`src/rtl/nmos_phase_pkg.sv`:
```
// Shared state encodings and power-on defaults for the NMOS two-phase sequencer.
package nmos_phase_pkg;

  localparam int CNT_W       = 8;
  localparam int DEF_PH_LEN  = 4;
  localparam int DEF_GAP     = 1;
  localparam int INIT_CYCLES = 2;

  typedef enum logic [2:0] {
    ST_INIT,
    ST_IDLE,
    ST_PH1,
    ST_GAP1,
    ST_PH2,
    ST_GAP2
  } phase_state_t;

endpackage

```
`src/rtl/nmos_phase_timer.sv`:
```
// Loadable down-counter that times one phase or gap; done is high once the count reaches zero.
module nmos_phase_timer #(
  parameter int CNT_W = 8
) (
  input  logic             main_clk,
  input  logic             R,
  input  logic             load,
  input  logic [CNT_W-1:0] load_val,
  output logic             done
);

  logic [CNT_W-1:0] cnt;

  // NOTE: sequential state uses <= so every flop samples pre-edge values, independent of block order.
  always_ff @(posedge main_clk or posedge R) begin
    if (R) begin
      cnt <= '0;
    end else if (load) begin
      cnt <= load_val;
    end else if (cnt != '0) begin
      cnt <= cnt - CNT_W'(1);
    end
  end

  assign done = (cnt == '0);

endmodule

```
`src/rtl/nmos_phase_sequencer.sv`:
```
// Non-overlapping PHI1/PHI2 strobe generator with power-on init, free-run and single-step modes.
module nmos_phase_sequencer
  import nmos_phase_pkg::*;
#(
  parameter int CNT_W       = nmos_phase_pkg::CNT_W,
  parameter int DEF_PH_LEN  = nmos_phase_pkg::DEF_PH_LEN,
  parameter int DEF_GAP     = nmos_phase_pkg::DEF_GAP,
  parameter int INIT_CYCLES = nmos_phase_pkg::INIT_CYCLES
) (
  input  logic             main_clk,
  input  logic             R,
  input  logic [CNT_W-1:0] cfg_ph_len,
  input  logic [CNT_W-1:0] cfg_gap,
  input  logic             cfg_load,
  input  logic             run,
  input  logic             step_req,
  output logic             step_ack,
  output logic             C1,
  output logic             C2,
  output logic             sys_rst,
  output logic             busy,
  output logic [15:0]      cycle_cnt
);

  localparam int INIT_W = (INIT_CYCLES > 1) ? $clog2(INIT_CYCLES) : 1;

  // A programmed length of zero behaves as one clock so the gap always separates the phases.
  function automatic logic [CNT_W-1:0] eff_len(input logic [CNT_W-1:0] v);
    return (v == '0) ? CNT_W'(1) : v;
  endfunction

  phase_state_t     state, nxt;
  logic             in_init, step_mode;
  logic [INIT_W-1:0] init_cnt;
  logic [CNT_W-1:0] shadow_ph, shadow_gap, act_ph, act_gap;
  logic             tmr_load, tmr_done, cycle_end, last_init;
  logic [CNT_W-1:0] tmr_val;

  assign cycle_end = (state == ST_GAP2) && tmr_done;
  assign last_init = (init_cnt == INIT_W'(INIT_CYCLES - 1));

  // NOTE: every signal written here gets a default first, so no path can infer a latch.
  always_comb begin
    nxt     = state;
    tmr_val = '0;
    case (state)
      ST_INIT: nxt = ST_PH1;
      ST_IDLE: if (run || step_req) nxt = ST_PH1;
      ST_PH1:  if (tmr_done) nxt = ST_GAP1;
      ST_GAP1: if (tmr_done) nxt = ST_PH2;
      ST_PH2:  if (tmr_done) nxt = ST_GAP2;
      ST_GAP2: begin
        if (tmr_done) begin
          if (in_init) nxt = (!last_init || run) ? ST_PH1 : ST_IDLE;
          else         nxt = (run && !step_mode) ? ST_PH1 : ST_IDLE;
        end
      end
      default: nxt = ST_INIT;
    endcase
    // Every state entry is a state change; PH1 entry times itself from the shadow it is about to adopt.
    tmr_load = (nxt != state);
    case (nxt)
      ST_PH1:           tmr_val = eff_len(shadow_ph) - CNT_W'(1);
      ST_PH2:           tmr_val = act_ph - CNT_W'(1);
      ST_GAP1, ST_GAP2: tmr_val = act_gap - CNT_W'(1);
      default:          tmr_val = '0;
    endcase
  end

  always_ff @(posedge main_clk or posedge R) begin
    if (R) begin
      state      <= ST_INIT;
      in_init    <= 1'b1;
      init_cnt   <= '0;
      step_mode  <= 1'b0;
      shadow_ph  <= CNT_W'(DEF_PH_LEN);
      shadow_gap <= CNT_W'(DEF_GAP);
      act_ph     <= CNT_W'(DEF_PH_LEN);
      act_gap    <= CNT_W'(DEF_GAP);
      C1         <= 1'b0;
      C2         <= 1'b0;
      sys_rst    <= 1'b1;
      busy       <= 1'b1;
      step_ack   <= 1'b0;
      cycle_cnt  <= '0;
    end else begin
      state    <= nxt;
      C1       <= (nxt == ST_PH1);
      C2       <= (nxt == ST_PH2);
      busy     <= (nxt != ST_IDLE);
      step_ack <= 1'b0;

      if (cfg_load) begin
        shadow_ph  <= cfg_ph_len;
        shadow_gap <= cfg_gap;
      end
      // Active lengths change only at a cycle boundary, never inside a running phase.
      if (nxt == ST_PH1 && state != ST_PH1) begin
        act_ph  <= eff_len(shadow_ph);
        act_gap <= eff_len(shadow_gap);
      end
      if (state == ST_IDLE && nxt == ST_PH1) step_mode <= !run;

      if (cycle_end) begin
        if (in_init) begin
          if (last_init) begin
            in_init  <= 1'b0;
            sys_rst  <= 1'b0;
            init_cnt <= '0;
          end else begin
            init_cnt <= init_cnt + INIT_W'(1);
          end
        end else begin
          cycle_cnt <= cycle_cnt + 16'd1;
          if (step_mode) begin
            step_ack  <= 1'b1;
            step_mode <= 1'b0;
          end
        end
      end
    end
  end

  nmos_phase_timer #(.CNT_W(CNT_W)) u_timer (
    .main_clk (main_clk),
    .R        (R),
    .load     (tmr_load),
    .load_val (tmr_val),
    .done     (tmr_done)
  );

endmodule

```
`config.mk`:
```
export PLATFORM = sky130hd
export DESIGN_NAME = nmos_phase_sequencer
export DESIGN_NICKNAME = d
export VERILOG_FILES = /design/src/rtl/nmos_phase_pkg.sv /design/src/rtl/nmos_phase_timer.sv /design/src/rtl/nmos_phase_sequencer.sv
export SDC_FILE = /design/constraint.sdc
export NUM_CORES = 1
export LEC_CHECK = 0
export CAP_MARGIN = 40
export CORE_MARGIN = 5
export CORE_UTILIZATION = 33
export CTS_CLUSTER_SIZE = 12
export DETAILED_ROUTE_END_ITERATION = 10
export PLACE_DENSITY = 0.56
export RECOVER_POWER = 25
export REMOVE_ABC_BUFFERS = 1
export SLEW_MARGIN = 10
export SYNTH_ARGS = -nofsm -noshare
export SYNTH_HDL_FRONTEND = slang
export SYNTH_SLANG_ARGS = --single-unit
export TNS_END_PERCENT = 50
```
`constraint.sdc`:
```
create_clock -name main_clk -period 6.69 [get_ports main_clk]
set_input_delay 1.338 -clock main_clk [delete_from_list [all_inputs] [get_ports main_clk]]
set_output_delay 1.338 -clock main_clk [all_outputs]
set_load 0.02 [all_outputs]
```
* Word level (Yosys, flattened, before mapping)
Cells that the tools add are included.
Storage, ports and cells: flip-flop bits (word level) 67, bits of input ports 21, output and inout bits 21
Cells by class: add/sub/neg operators 6, equal/unequal tests 12, muxes and demuxes 24, bitwise logic cells 1, reductions and logical operators 19
Operators with widths (number):
- 8-bit 2-to-1 mux | 4
- 8-bit by 1-bit subtractor with 8-bit output (second input constant) | 4
- 8-bit zero test | 3
- 8-bit one-hot mux with 3 select lines | 1
- 3-bit one-hot mux with 6 select lines | 1
- 16-bit by 1-bit adder with 16-bit output (second input constant) | 1
- 3-bit 2-to-1 mux | 5
- 3-bit by 2-bit equality test with 1-bit output (second input constant) | 4
- 3-bit equality test (second input constant) | 4
- 1-bit 2-to-1 mux | 10
- 8-bit nonzero test | 1
- 2-bit 2-to-1 mux | 3
- 1-bit logical AND | 4
- 2-bit AND reduction | 2
- 3-bit by 1-bit equality test with 1-bit output (second input constant) | 1
- 1-bit zero test | 3
- 3-bit zero test | 1
- 3-bit by 1-bit inequality test with 1-bit output (second input constant) | 1
- 3-bit by 2-bit inequality test with 1-bit output (second input constant) | 1
- 3-bit inequality test | 1
- 3-bit AND reduction | 1
- 1-bit logical OR | 2
- 2-bit nonzero test | 1
- 2-bit OR reduction | 1
- other kinds (2) | 2

* Longest topological paths before layout
depth in word-level cells 12, depth in mapped cells 13, mapped depth without buffers 11

* By module
Synthesis repeated with hierarchy kept, for this count alone.
Second synthesis, totals: cells, all modules 313, area, all modules 3359.5 um^2
Modules (own cells, without submodules):
- nmos_phase_sequencer | instances 1, cells each 257, area an instance 2862.7 um^2, seq. area each 1485.2 um^2
- nmos_phase_timer | instances 1, cells each 56, area an instance 496.7 um^2, seq. area each 200.2 um^2

* Worst setup path after synthesis
OpenSTA, ideal clock, no wires.
path type register to register, start register u_timer.cnt[0], end register u_timer.cnt[5], setup time 120 ps, arrival 2913 ps, data required time 6570 ps, path slack 3658 ps, stages on the path, launching flop included 12, buffers on the path 2, clock period less this slack 3032 ps, cell sequence dfrtp_1 > inv_1 > ha_1 > clkbuf_1 > or3b_2 > o21ai_4 > o22ai_4 > buf_6 > a221oi_4 > nand2_2 > or4_1 > a31o_1
On the way: word-level cells in the longest chain between the ends 7
RTL lines:
- start, declared | RTL line nmos_phase_timer.sv:12 | logic [CNT_W-1:0] cnt;
- start signal, assigned | RTL line nmos_phase_timer.sv:19 | cnt <= load_val;
- start signal, assigned | RTL line nmos_phase_timer.sv:21 | cnt <= cnt - CNT_W'(1);
- 8-bit zero test | RTL line nmos_phase_timer.sv:25 | assign done = (cnt == '0);
- 3-bit 2-to-1 mux (on tied branches)
- 3-bit one-hot mux with 6 select lines | RTL line nmos_phase_sequencer.sv:46 | case (state)
- 3-bit by 2-bit equality test with 1-bit output / 3-bit equality test (equally long branches) | RTL line nmos_phase_sequencer.sv:62 | case (nxt)
- 2-bit OR reduction | RTL line nmos_phase_sequencer.sv:62
- 8-bit one-hot mux with 3 select lines | RTL line nmos_phase_sequencer.sv:62
- 8-bit 2-to-1 mux | RTL line nmos_phase_timer.sv:18 | end else if (load) begin
Parallel ways exist; a longest one is shown, timed or not. The select of a mux whose other input is x is not followed. A chain may end at the register's enable or synchronous reset.

* Final worst setup path
Same ends and word-level chain as after synthesis.

==> impl_metrics.toml <==
[yosys]
netlist_instances = 301
yosys.area.top_type = "dfrtp_1"
ys_seq_elements = 67
synth_ff_type = "dfrtp_1"
synthesis.area_um2 = 3302
avgSynthCellArea_um2 = 10.97
async_reset_ff_share_pct = 100.0
synth_area_leaders = "dfrtp_1 45%, mux2_2 8.2%, dfstp_2 5.6%"
synth_edf_count = 0
yosysSeqAreaShare_pct = 51.04
yosys_warnings = 0
ys_types = 55
synth_top_area_share_pct = 45.47

[cts]
cts.hold.buffers_added = 0
cts_inserted_buffers = 9
cts.clk_slew.worst_paths_ns = 0.08
cts-root-buf = "clkbuf_8"
cts_resized = 0
clk_latency_ns = 0.34
cts.sinks = 67
cts_buffer_depth = 2
cts_setup_buffers = 0
tritoncts = "yes"
h-tree-depth = 3

[layout]
nNetsFinal = 370
multi_input_area_um2 = 1509
drive_above_1_share_pct = 18.80
seqCellArea_um2 = 1685
areaGrowthSynthToFinish_pct = 23.87
diodes = 0
fillers = 977

[worst_setup_path]
r2r-end = "u_timer.cnt[5]"
cp_data_required_time_ns = 6.91
crit_arrival_ns = 3.48
r2r-start = "u_timer.cnt[0]"
r2r_cells = 9
cp_max_fo = 11
critPathCaptureType = "flip-flop"
r2r_slack_ns = 3.43
worst-setup-path-type = "flip-flop to flip-flop"
cp-start-kind = "flip-flop"

[min_path]
hp-class = "flip-flop to flip-flop"
hold_end = "sys_rst"
holdPathStages = 2
holdCritStartpoint = "sys_rst"

[timing]
timing.fmax_ghz = 0.3066
hold_viol_final = 0
setup_tns_ns = 0
setup_viol = 0
timing.max_slew.rel_slack_pct = 1.187
final.setup.worst_slack_ns = 3.428
whs_ns = 0.4465
fin_crit_sh_pct = 48.76
worst_slew_pin_slew_ns = 1.482
clock_skew_ns = 0.01079
min_period_ns = 3.262
rsz0062_at_grt = "no"
drv_slew = 0

[global_route]
grt_max_degree = 43
overflow = 0
grt_antenna_before_repair = 0
grt.total_usage_pct = 12.17
grt_first_pass_wirelength_mm = 11.56
grt_pass1_vias = 2365

[die]
core_um2 = 9774
dieArea_um2 = 12110
io_pins = 42
start_util_pct = 33.78
rows = 36
die_w_um = 110.0
die_h_um = 110.0

[placed_design]
io_buffers = 41
place_ws_ns = 3.205
gp_congestion = 0.7436
dpl.hpwl_mm = 4.951

[route]
antenna_left = 0
vias = 2352
routed_wl_mm = 6.774
drtIter0Drc = 101
viasPerCell = 4.860
post_drt_wl_per_cell_um = 14.00
firstDrtPassIters = 5
drc = 0

[power_and_ir_drop]
p_leak_nw = 1.673
power.density_nw_per_um2 = 286.2
ir_worst_vdd_uv = 137.6
total_power_mw = 1.171

[status]
status = "completed"

[flow_run]
maxCapViolCount = 0
## worst max-delay path, cell delays in order, from the launching register on
cell and delay (ns):
dfrtp_1 0.39, inv_1 0.09, ha_1 0.30, or3b_2 0.52, o21ai_4 0.32, o22ai_4 0.20, a221oi_2 0.50, nand2_2 0.09
or4_1 0.53, a31o_1 0.21
## synthesized netlist by cell type (all sizes together), types with 2 or more instances
master   n
nor4     4
inv     16
mux2    24
clkbuf   7
buf      3
nor3     6
nand4    5
ha       3
or4      2
a211oi   9
a31oi    2
and3     5
nand2   33
or3b     2
o21bai   2
xor2     8
a21oi    9
o22ai    4
a221oi   5
a221o    4
dfrtp   60
o21a     2
xnor2   17
nand3    7
nor2    16
o21ai   14
nor3b    3
nor2b    4
dfstp    7
o31ai    3
## per-layer routing
layer / share of wire (%) / wire length (um) / GRT usage, % / vias up
met2: 43 / 2945 / 17.20 / 44
met3: 2.9 / 199 / 2.388 / 10
li1: - / - / - / 1171
met4: 2.1 / 144 / 5.521 / 0
met1: 51 / 3484 / 17.86 / 1127
met5: 0 / 0 / 0 / -
## how the worst max path moves through the flow
stage              startpoint  cells after the start             end  slack (ns)
2_1_floorplan               R                      1              C1        3.68
3_3_place_gp              run                      7  u_timer.cnt[6]        3.26
3_5_place_dp              run                      7  u_timer.cnt[6]        3.21
4_1_cts        u_timer.cnt[0]                      9  u_timer.cnt[5]        3.45
5_1_grt        u_timer.cnt[0]                      9  u_timer.cnt[5]        3.28
6_report       u_timer.cnt[0]                      9  u_timer.cnt[5]        3.43
## cells in the final DEF (no fill, tap or decap), types with 3 or more instances in the layout
cell type,count
clkdlybuf4s50_1,40
ha_1,3
xor2_1,8
o22ai_1,3
o21ai_0,11
mux2_2,24
clkbuf_8,11
o31ai_1,3
nand4_1,5
dfstp_2,7
nor2b_1,4
nor3_1,6
a221o_2,4
xnor2_1,17
nand3_1,7
dfrtp_1,60
nand2_1,31
nor2_1,16
a21oi_1,8
a211oi_1,8
nor3b_1,3
and3_1,5
inv_1,14
nor4_1,4
## state kept, by name (all words and copies together), names as in the netlist, 3 cells and up
register	flops
act_gap	8
act_ph	8
cycle_cnt	16
shadow_gap	8
shadow_ph	8
state	3
u_timer.cnt	8
## stage by stage
stage,instance area (um^2),instances,util [%]
2_1_floorplan,3254,291,-
3_3_place_gp,3846,467,39.35
3_5_place_dp,3866,468,39.55
4_1_cts,4094,484,41.88
5_1_grt,4090,484,41.85
6_report,4090,484,41.85
## kinds of logic after synthesis
kind of cell	count (synthesis)	share of synthesized area [%]
buffers and inverters	26	3.259
XOR/XNOR	25	6.631
AND/OR/NAND/NOR	93	14.25
AO/OA/AOI/OAI	63	15.50
multiplexers	24	8.185
adder cells (fa/ha/maj)	3	1.137
flip-flops	67	51.04
## report_power, final
part           internal (mW)  switching [mW]  leakage (nW)
clock                  0.230           0.150         0.113
combinational          0.131           0.148         0.741
sequential             0.462          0.0498         0.820
total                  0.822           0.348          1.67
## cell type report
type | count | area share, %
sequential | 67 | 41.21
multi-input combinational | 208 | 36.89
timing repair buffer | 44 | 10.80
tap | 133 | 4.069
clock buffer | 12 | 3.793
clock inverter | 4 | 1.774
inverter | 16 | 1.468
(Power assumes the default switching activity.)
